==> src/rtl/func_test_sequencer_pkg.sv <==
// Shared encodings for the functional-test sequencer: FSM states, command bytes and
// datapath channel indices.
package func_test_sequencer_pkg;

    localparam logic [3:0] ST_IDLE   = 4'd0;
    localparam logic [3:0] ST_CFG    = 4'd1;
    localparam logic [3:0] ST_CTRL   = 4'd2;
    localparam logic [3:0] ST_LOAD   = 4'd3;
    localparam logic [3:0] ST_STOP   = 4'd4;
    localparam logic [3:0] ST_POLL   = 4'd5;
    localparam logic [3:0] ST_DRAIN  = 4'd6;
    localparam logic [3:0] ST_PSTART = 4'd7;
    localparam logic [3:0] ST_PRUN   = 4'd8;
    localparam logic [3:0] ST_PSTOP  = 4'd9;

    localparam logic [7:0] CMD_START_A = 8'hA0;
    localparam logic [7:0] CMD_STOP    = 8'h55;
    localparam logic [7:0] CMD_RDREQ   = 8'h5A;
    localparam logic [7:0] CMD_PER_ON  = 8'hB0;
    localparam logic [7:0] CMD_PER_OFF = 8'hB1;

    localparam logic [2:0] CH_SEL  = 3'd0;
    localparam logic [2:0] CH_CFG  = 3'd2;
    localparam logic [2:0] CH_CTRL = 3'd3;
    localparam logic [2:0] CH_SMP  = 3'd4;

    function automatic logic [4:0] ch_onehot(input logic [2:0] ch);
        logic [4:0] oh;
        oh = '0;
        case (ch)
            3'd0:    oh = 5'b00001;
            3'd1:    oh = 5'b00010;
            3'd2:    oh = 5'b00100;
            3'd3:    oh = 5'b01000;
            3'd4:    oh = 5'b10000;
            default: oh = 5'b00000;
        endcase
        return oh;
    endfunction

endpackage

==> src/rtl/func_test_sequencer_byte_tx.sv <==
// Byte emitter: registers one (channel, byte) request per cycle onto master_data and the
// one-hot valid_bus strobe.
module ft_seq_byte_tx
    import func_test_sequencer_pkg::*;
(
    input  logic       sys_clk,
    input  logic       n_rst,
    input  logic       tx_req,
    input  logic [2:0] tx_ch,
    input  logic [7:0] tx_byte,
    output logic [7:0] master_data,
    output logic [4:0] valid_bus
);

    always_ff @(posedge sys_clk or negedge n_rst) begin
        if (!n_rst) begin
            master_data <= 8'h00;
            valid_bus   <= 5'b00000;
        end else begin
            master_data <= tx_req ? tx_byte : 8'h00;
            valid_bus   <= tx_req ? ch_onehot(tx_ch) : 5'b00000;
        end
    end

endmodule

==> src/rtl/func_test_sequencer.sv <==
// Host-side sequencer for the functional-testing datapath: configure, load, play, poll, drain.
// Define FT_SEQ_TIMEOUT_EN to add a watchdog that aborts stalled runs after TIMEOUT_CYC cycles.
module func_test_sequencer
    import func_test_sequencer_pkg::*;
#(
    parameter int unsigned CNT_W        = 10,
    parameter int unsigned RETRY_PERIOD = 64,
    parameter int unsigned TIMEOUT_CYC  = 2**20
) (
    input  logic             sys_clk,
    input  logic             n_rst,
    input  logic             start,
    input  logic             periodic,
    input  logic             stop,
    input  logic             abort,
    input  logic             ccd_mode,
    input  logic             video_sel,
    input  logic [13:0]      black_level,
    input  logic [7:0]       num_reps,
    input  logic [CNT_W-1:0] num_samples,
    input  logic [7:0]       smp_data,
    input  logic             smp_valid,
    output logic             smp_ready,
    output logic [7:0]       master_data,
    output logic [4:0]       valid_bus,
    output logic [4:0]       rdreq_bus,
    input  logic [4:0]       have_msg_bus,
    input  logic [7:0]       slave_data,
    output logic [7:0]       rd_data,
    output logic             rd_valid,
    output logic             busy,
    output logic             done,
    output logic             err
);

    localparam int unsigned RtW = $clog2(RETRY_PERIOD + 1);

    logic [3:0]       state_q, state_d;
    logic [1:0]       cfg_q, cfg_d;
    logic [CNT_W:0]   bcnt_q, bcnt_d;
    logic [CNT_W:0]   last_idx;
    logic [RtW-1:0]   rt_q, rt_d;
    logic [1:0]       idle_q, idle_d;
    logic             err_q, err_d;
    logic             done_q, done_d;

    logic             per_q, mode_q, sel_q;
    logic [13:0]      bl_q;
    logic [7:0]       reps_q;
    logic [CNT_W-1:0] nsmp_q;

    logic             rd_pend_q, rd_valid_q;
    logic [7:0]       rd_data_q;

    logic             tx_req;
    logic [2:0]       tx_ch;
    logic [7:0]       tx_byte;
    logic             start_take, abort_now, timeout, rdreq, have_msg;
    logic [3:0]       unused_have_msg;

    assign have_msg        = have_msg_bus[4];
    assign unused_have_msg = have_msg_bus[3:0];
    assign start_take      = (state_q == ST_IDLE) && start && !abort;
    assign abort_now       = (abort || timeout) && (state_q != ST_IDLE);
    assign last_idx        = {nsmp_q, 1'b0} - 1'b1;

    always_comb begin
        state_d   = state_q;
        cfg_d     = cfg_q;
        bcnt_d    = bcnt_q;
        rt_d      = rt_q;
        idle_d    = idle_q;
        err_d     = err_q;
        done_d    = 1'b0;
        tx_req    = 1'b0;
        tx_ch     = CH_CTRL;
        tx_byte   = 8'h00;
        smp_ready = 1'b0;
        rdreq     = 1'b0;

        if (abort_now) begin
            // Leave the datapath in a quiescent state before dropping the run.
            if (state_q == ST_LOAD) begin
                tx_req  = 1'b1;
                tx_byte = CMD_STOP;
            end else if (state_q == ST_PRUN) begin
                tx_req  = 1'b1;
                tx_byte = CMD_PER_OFF;
            end
            err_d   = 1'b1;
            state_d = ST_IDLE;
        end else begin
            case (state_q)
                ST_IDLE: begin
                    if (start_take) begin
                        err_d   = 1'b0;
                        cfg_d   = 2'd0;
                        bcnt_d  = '0;
                        state_d = periodic ? ST_PSTART : ST_CFG;
                    end
                end
                ST_CFG: begin
                    tx_req = 1'b1;
                    tx_ch  = CH_CFG;
                    case (cfg_q)
                        2'd0: begin
                            tx_ch   = CH_SEL;
                            tx_byte = {7'd0, sel_q};
                        end
                        2'd1:    tx_byte = bl_q[7:0];
                        2'd2:    tx_byte = {2'b00, bl_q[13:8]};
                        default: tx_byte = reps_q;
                    endcase
                    cfg_d = cfg_q + 2'd1;
                    if (cfg_q == 2'd3) state_d = ST_CTRL;
                end
                ST_CTRL: begin
                    tx_req  = 1'b1;
                    tx_byte = CMD_START_A | {7'd0, mode_q};
                    state_d = (nsmp_q == '0) ? ST_STOP : ST_LOAD;
                end
                ST_LOAD: begin
                    smp_ready = 1'b1;
                    if (smp_valid) begin
                        tx_req  = 1'b1;
                        tx_ch   = CH_SMP;
                        tx_byte = smp_data;
                        if (bcnt_q != '1) bcnt_d = bcnt_q + 1'b1;
                        if (bcnt_q == last_idx) state_d = ST_STOP;
                    end
                end
                ST_STOP: begin
                    tx_req  = 1'b1;
                    tx_byte = CMD_STOP;
                    rt_d    = '0;
                    state_d = ST_POLL;
                end
                ST_POLL: begin
                    if (have_msg) begin
                        idle_d  = 2'd0;
                        state_d = ST_DRAIN;
                    end else begin
                        if (rt_q == '0) begin
                            tx_req  = 1'b1;
                            tx_byte = CMD_RDREQ;
                        end
                        rt_d = (rt_q == RtW'(RETRY_PERIOD - 1)) ? '0 : rt_q + 1'b1;
                    end
                end
                ST_DRAIN: begin
                    if (have_msg) begin
                        rdreq  = 1'b1;
                        idle_d = 2'd0;
                    end else if (idle_q != 2'd0 && !rd_pend_q) begin
                        done_d  = 1'b1;
                        state_d = ST_IDLE;
                    end else if (idle_q != 2'd3) begin
                        idle_d = idle_q + 2'd1;
                    end
                end
                ST_PSTART: begin
                    tx_req  = 1'b1;
                    tx_byte = CMD_PER_ON;
                    state_d = ST_PRUN;
                end
                ST_PRUN: begin
                    if (stop) state_d = ST_PSTOP;
                end
                ST_PSTOP: begin
                    tx_req  = 1'b1;
                    tx_byte = CMD_PER_OFF;
                    done_d  = 1'b1;
                    state_d = ST_IDLE;
                end
                default: state_d = ST_IDLE;
            endcase
        end
    end

`ifdef FT_SEQ_TIMEOUT_EN
    localparam int unsigned WdW = $clog2(TIMEOUT_CYC + 1);

    logic [WdW-1:0] wd_q, wd_d;
    logic           wd_arm;

    assign wd_arm  = (state_q == ST_LOAD && !smp_valid) || (state_q == ST_POLL) ||
                     (state_q == ST_PRUN);
    assign timeout = wd_arm && (wd_q >= WdW'(TIMEOUT_CYC - 1));

    always_comb begin
        wd_d = wd_q;
        if (!wd_arm || state_d != state_q) begin
            wd_d = '0;
        end else if (wd_q != '1) begin
            wd_d = wd_q + 1'b1;
        end
    end

    always_ff @(posedge sys_clk or negedge n_rst) begin
        if (!n_rst) wd_q <= '0;
        else        wd_q <= wd_d;
    end
`else
    localparam int unsigned unused_timeout_cyc = TIMEOUT_CYC;
    assign timeout = 1'b0;
`endif

    always_ff @(posedge sys_clk or negedge n_rst) begin
        if (!n_rst) begin
            state_q <= ST_IDLE;
            cfg_q   <= '0;
            bcnt_q  <= '0;
            rt_q    <= '0;
            idle_q  <= '0;
            err_q   <= 1'b0;
            done_q  <= 1'b0;
        end else begin
            state_q <= state_d;
            cfg_q   <= cfg_d;
            bcnt_q  <= bcnt_d;
            rt_q    <= rt_d;
            idle_q  <= idle_d;
            err_q   <= err_d;
            done_q  <= done_d;
        end
    end

    always_ff @(posedge sys_clk or negedge n_rst) begin
        if (!n_rst) begin
            per_q  <= 1'b0;
            mode_q <= 1'b0;
            sel_q  <= 1'b0;
            bl_q   <= '0;
            reps_q <= '0;
            nsmp_q <= '0;
        end else if (start_take) begin
            per_q  <= periodic;
            mode_q <= ccd_mode;
            sel_q  <= video_sel;
            bl_q   <= black_level;
            reps_q <= num_reps;
            nsmp_q <= num_samples;
        end
    end

    // Readback path keeps running across abort so an in-flight byte still reaches the host.
    always_ff @(posedge sys_clk or negedge n_rst) begin
        if (!n_rst) begin
            rd_pend_q  <= 1'b0;
            rd_valid_q <= 1'b0;
            rd_data_q  <= 8'h00;
        end else begin
            rd_pend_q  <= rdreq;
            rd_valid_q <= rd_pend_q;
            if (rd_pend_q) rd_data_q <= slave_data;
        end
    end

    ft_seq_byte_tx u_byte_tx (
        .sys_clk     (sys_clk),
        .n_rst       (n_rst),
        .tx_req      (tx_req),
        .tx_ch       (tx_ch),
        .tx_byte     (tx_byte),
        .master_data (master_data),
        .valid_bus   (valid_bus)
    );

    logic unused_per;
    assign unused_per = per_q;

    assign rdreq_bus = {rdreq, 4'b0000};
    assign rd_data   = rd_data_q;
    assign rd_valid  = rd_valid_q;
    assign busy      = (state_q != ST_IDLE);
    assign done      = done_q;
    assign err       = err_q;

endmodule

==> config.mk <==
export PLATFORM = sky130hd
export DESIGN_NAME = func_test_sequencer
export DESIGN_NICKNAME = d
export VERILOG_FILES = /design/src/rtl/func_test_sequencer_pkg.sv /design/src/rtl/func_test_sequencer_byte_tx.sv /design/src/rtl/func_test_sequencer.sv
export SDC_FILE = /design/constraint.sdc
export NUM_CORES = 1
export LEC_CHECK = 0
export BUFFER_PORTS_ARGS = -buffer_cell sky130_fd_sc_hd__clkbuf_2
export CAP_MARGIN = 0
export CELL_PAD_IN_SITES_DETAIL_PLACEMENT = 1
export CELL_PAD_IN_SITES_GLOBAL_PLACEMENT = 1
export CORE_UTILIZATION = 45
export CTS_CLUSTER_SIZE = 8
export DETAILED_ROUTE_END_ITERATION = 7
export HOLD_SLACK_MARGIN = 0.03
export PLACE_DENSITY_LB_ADDON = 0.05
export SYNTH_ARGS = -nofsm -noshare
export SYNTH_HDL_FRONTEND = slang
export SYNTH_SLANG_ARGS = --single-unit
==> constraint.sdc <==
create_clock -name sys_clk -period 5.8 [get_ports sys_clk]
set_clock_uncertainty 0.15 [all_clocks]
set_input_delay 0.29 -clock sys_clk [delete_from_list [all_inputs] [get_ports sys_clk]]
set_output_delay 0.29 -clock sys_clk [all_outputs]
set_load 0.1 [all_outputs]
==> flow_summary.ini, run 1 <==
[floorplanning]
rows = 36
dieArea_um2 = 10600
initial_core_util = 0.469
boundaryPins = 93
die_w_um = 103
die_h_um = 103
core_area_um2 = 9820

[setup_path]
end_kind = primary output
path_class = reg -> out
cp.arrival_ns = 2.98
ff2ff_path_depth = 8
crit_required_ns = 5.36
cp_max_fo = 28
r2r_end = state_q[1]
r2r_slack_ns = 2.42
start_kind = flip-flop
worstReg2RegStart = nsmp_q[0]

[timing]
final_max_slew_viol_count = 0
setup_slack_ns = 2.38
slew_headroom = 0.238
totalNegativeSetupSlack_ns = 0
period_minus_slack_ns = 3.42
finalHoldViolations = 0
fmax_mhz = 293
rsz0062_at_grt = false
holdWs_ns = 0.0599
finalSetupViolCount = 0
min_period_over_period = 0.589
worst_pin_slew_ns = 1.14

[synth]
ys_warn_count = 0
synth_edf_count = 0
avgSynthCellArea_um2 = 8.81
syn_inst = 522
synth.distinct_cells = 59
synth_area_um2 = 4600
synth-seq-cells = 85
yosysSeqAreaShare = 0.462
synthArstFlopShare = 1.00
synth_ff_type = dfrtp_1

[run]
drv_cap = 0

[final_layout]
multi_input_area_um2 = 2300
syn2layout_area_growth_pct = 25.2
ff_latch_area_um2 = 2130
fillers = 1191
final_layout_size_suffix_gt1_frac = 0.183
n_antenna_cell = 0
final_common_cell = nand2_1
fin_cells = 771
fin_area_um2 = 5760
fin_nets = 705
finish.utilization = 0.587
final_cell_mix = 139 x nand2_1, 85 x dfrtp_1, 83 x clkbuf_2

[global_route]
grt_pass1_wl_um = 21400
grt_pass1_vias = 4411
grt_overflow = 0
grt_max_degree = 86
antenna_found_initial = 0
track_usage = 0.266

[power]
power_mw = 2.96
peakVddDrop_mv = 0.336
power_density_nw_per_um2 = 514
leakage_nw = 2.73

[routing]
drcViolationCount = 0
wirelength_um = 12900
drt-pass1-iter-count = 4
vias = 4156
detail-route-antenna-nets = 0
drt-initial-drc-count = 121
wl_per_cell_um = 16.7
vias_per_cell = 5.39

[clock_tree]
worstSkewPairLatency_ns = 0.37
cts_root_buffer = clkbuf_8
cts_setup_buffers = 0
cts_hold_buf = 45
clk_pin_slew_ns = 0.08
cts_tree = yes
clock_sinks = 85
cts_buffers = 9
clk_path_buf_depth = 2
cts.repair.resized = 0
htreeDepth = 3

[min_path]
min_to = u_byte_tx.master_data[0]
min_from = smp_data[0]
hold_path.class = in -> reg
whs_path_depth = 3

[placement]
portBuffers = 84
placed_cell_area_um2 = 5070
place_hpwl_um = 8590
dpl_worst_slack_ns = 2.50
gp_congestion = 0.837
dp_cells = 710

[outcome]
status = finished, final reports clean
## kinds of logic after synthesis
group	share of synthesized area
AOI/OAI and AO/OA	0.159
DFF	0.462
other	0.000815
xor gates and xnor gates	0.0381
muxes	0.0332
adders and majority gates	0.0294
buffers and inverters	0.0424
and+or+nand+nor	0.235
## how the worst max path moves through the flow
| stage | start | endpoint | slack [ns] | depth (start not counted) |
|---|---|---|---|---|
| 2_1_floorplan | state_q[2] | state_q[2] | 2.48 | 6 |
| 3_3_place_gp | nsmp_q[0] | state_q[1] | 2.54 | 8 |
| 3_5_place_dp | nsmp_q[0] | state_q[1] | 2.50 | 8 |
| 4_1_cts | state_q[1] | smp_ready | 2.36 | 3 |
| 5_1_grt | state_q[1] | smp_ready | 2.21 | 3 |
| 6_report | state_q[1] | smp_ready | 2.38 | 3 |
## worst max-delay path, stage by stage, from the launching register on
cell and delay [ns]:
dfrtp_1 0.88, nor4bb_1 0.88, nor2b_1 0.33, clkbuf_2 0.51
## flip-flops by register name, summed over array words and instances (netlist names)
| signal | count |
|---|---|
| bcnt_q | 11 |
| bl_q | 14 |
| cfg_q | 2 |
| done | 1 |
| err | 1 |
| idle_q | 2 |
| mode_q | 1 |
| nsmp_q | 10 |
| rd_data | 8 |
| rd_pend_q | 1 |
| rd_valid | 1 |
| reps_q | 8 |
| rt_q | 7 |
| sel_q | 1 |
| state_q | 4 |
| u_byte_tx.master_data | 8 |
| u_byte_tx.valid_bus | 5 |
## power by group
group	switching, mW	total, mW	internal [mW]	leakage (nW)
clock network	0.210	0.508	0.298	0.121
logic	1.01	1.44	0.431	1.51
registers	0.224	1.01	0.789	1.10
total	1.44	2.96	1.52	2.73
## per-layer routing
metal,vias up,track usage,share of wire
met5,-,0,0
met1,2034,0.329,0.45
li1,2011,-,-
met2,89,0.463,0.50
met3,22,0.0380,0.027
met4,0,0.112,0.021
## cell type report
| type | instances | area share |
|---|---|---|
| Clock inverter | 4 | 0.0165 |
| Timing Repair Buffer | 130 | 0.153 |
| Inverter | 13 | 0.00847 |
| Multi-Input combinational cell | 394 | 0.399 |
| Sequential cell | 85 | 0.369 |
| Tap cell | 133 | 0.0289 |
| Clock buffer | 12 | 0.0252 |
## cells in the mapped netlist, types with 5 or more instances
master    count  share of area
or3_1         6         0.0082
xnor2_1      12          0.023
nor3_1       10          0.011
nand2_1     139           0.11
inv_1        13          0.011
a21oi_1      13          0.014
a31oi_1       5         0.0068
nor2b_1      10          0.014
a22oi_1      10          0.016
nand3_1       9         0.0098
mux2_2        9          0.022
o21ai_0      36          0.039
dfrtp_1      85           0.46
and3_1        6         0.0082
nor2_1       28          0.023
xor2_1        8          0.015
nand2b_1      7         0.0095
buf_4         5         0.0082
ha_1         10          0.027
clkbuf_1     27          0.022
(Power assumes the default switching activity.)
==> run 2: changes to the inputs <==
--- a/config.mk
+++ b/config.mk
@@ -9,7 +9,7 @@
 export CAP_MARGIN = 0
 export CELL_PAD_IN_SITES_DETAIL_PLACEMENT = 1
 export CELL_PAD_IN_SITES_GLOBAL_PLACEMENT = 1
-export CORE_UTILIZATION = 45
+export CORE_UTILIZATION = 41
 export CTS_CLUSTER_SIZE = 8
 export DETAILED_ROUTE_END_ITERATION = 7
 export HOLD_SLACK_MARGIN = 0.03
==> constraint.sdc (replaced) <==
create_clock -name sys_clk -period 3.3 [get_ports sys_clk]
set_clock_uncertainty 0.15 [all_clocks]
set_input_delay 0.165 -clock sys_clk [delete_from_list [all_inputs] [get_ports sys_clk]]
set_output_delay 0.165 -clock sys_clk [all_outputs]
set_load 0.1 [all_outputs]
==> flow_summary.ini, run 2 (synthesis results as in run 1) <==
[final_layout]
reg_top3 = bl_q x14, bcnt_q x11, nsmp_q x10
final_common_cell = nand2_1
fin_cells = 798
fin_nets = 725
largest_register_ffs = 14
n_antenna_cell = 0
final_layout_size_suffix_gt1_frac = 0.207
top_register = bl_q
syn2layout_area_growth_pct = 28.6
final_cell_mix = 139 x nand2_1, 85 x dfrtp_1, 83 x clkbuf_2

[global_route]
antenna_found_initial = 0
grt_pass1_vias = 4384
grt_pass1_wl_um = 21900
grt_max_degree = 58
track_usage = 0.241
grt_overflow = 0

[timing]
min_period_over_period = 0.945
fmax_mhz = 321
finalHoldViolations = 0
finalSetupViolCount = 0
slew_headroom = 0.502
worst_pin_slew_ns = 0.748
final_max_slew_viol_count = 0
period_minus_slack_ns = 3.12

[clock_tree]
worstSkewPairLatency_ns = 0.37
cts_setup_buffers = 0
htreeDepth = 3
cts_buffers = 9
clk_pin_slew_ns = 0.08
cts_root_buffer = clkbuf_8
clk_path_buf_depth = 2
clock_sinks = 85
cts_tree = yes

[setup_path]
crit_end = state_q[1]
crit_slowest_cell = or4b_4
slowest_delay_ns = 0.52
r2r_slack_ns = 0.18
path_buf_inv = 1
crit_path_frequent_cell = or4b_4
crit_family = simple AND/OR/NAND/NOR gates
crit_path_start = nsmp_q[0]
path_class = reg -> reg
ff2ff_path_depth = 8
start_kind = flip-flop
worstPathCellList = inv_1, ha_1, or4b_4, or4b_4, a2111oi_4, o2111ai_2, a21oi_2, mux2_1
worstReg2RegStart = nsmp_q[0]
r2r_end = state_q[1]
crit_required_ns = 3.40
cp_max_fo = 6
cp.arrival_ns = 3.22
path_depth = 8
end_kind = flip-flop

[power]
leakage_nw = 2.80
power_mw = 5.21
power_density_nw_per_um2 = 882
peakVddDrop_mv = 0.597

[placement]
dp_cells = 732
gp_congestion = 0.850
portBuffers = 84
place_hpwl_um = 9090

[routing]
drt-initial-drc-count = 173
detail-route-antenna-nets = 0
vias_per_cell = 5.36
drcViolationCount = 0
vias = 4278
wirelength_um = 13300
drt-pass1-iter-count = 4
wl_per_cell_um = 16.7

[floorplanning]
initial_core_util = 0.423
dieArea_um2 = 11600
die_w_um = 108
die_h_um = 108
rows = 38
boundaryPins = 93
core_area_um2 = 10900

[min_path]
whs_path_depth = 2
hold_path.class = in -> reg

[outcome]
status = finished, final reports clean

[run]
drv_cap = 0
run 2: power by group:
group / switching, mW / total (mW) / leakage [nW] / internal (mW)
Combinational: 1.91 / 2.76 / 1.61 / 0.846
Clock: 0.403 / 0.771 / 0.0943 / 0.368
Sequential: 0.293 / 1.68 / 1.10 / 1.39
Total: 2.61 / 5.21 / 2.80 / 2.60
run 2: cell type report:
cell class                      count  area, um^2
Sequential cell                    85        2130
Fill cell                        1294        4970
Clock buffer                       10         138
Tap cell                          140         175
Clock inverter                      6        62.6
Inverter                           13        48.8
Multi-Input combinational cell    394        2310
Timing Repair Buffer              150        1060
run 2: per-layer routing:
metal	up-vias	global-route usage	wire length, um
li1	2057	-	-
met3	16	0.0398	399
met5	-	0	0
met1	2122	0.313	6140
met2	83	0.417	6590
met4	0	0.0656	170
run 2: per-stage QoR:
stage	cell area [um^2]	hold slack [ns]	setup WS (ns)	TNS [ns]	util
detailed placement	5210	0.131	0.200	0	0.478
CTS	5910	0.0430	0.168	0	0.543
floorplan	4620	-0.281	0.273	0	-
global placement	5210	0.124	0.273	0	0.478
global route	5910	0.0489	-0.00462	-0.00462	0.543
finish	5910	0.0479	0.181	0	0.543
run 2: worst min-delay path by stage:
| stage | endpoint | slack (ns) | start |
|---|---|---|---|
| floorplan | bcnt_q[0] | -0.28 | n_rst |
| global route | u_byte_tx.valid_bus[4] | 0.05 | smp_valid |
| finish | u_byte_tx.valid_bus[4] | 0.05 | smp_valid |
| CTS | u_byte_tx.master_data[2] | 0.04 | smp_data[2] |
| global placement | rt_q[5] | 0.12 | n_rst |
| detailed placement | rt_q[5] | 0.13 | n_rst |
run 2: worst reg2reg max path, delay by kind of cell, from the launching register on:
kind / cells / cell delay [ns]
compound gates: 3 / 0.79
fa+ha+maj: 1 / 0.17
buf+inv: 1 / 0.11
flops: 1 / 0.44
mux: 1 / 0.33
simple gates: 2 / 1.02
run 2: timing repair:
item                                   in CTS  in global routing
resized for setup                           0                  1
hold buffers                               50                  0
setup endpoints to repair                   0                  1
endpoints found under the hold margin     104                  0
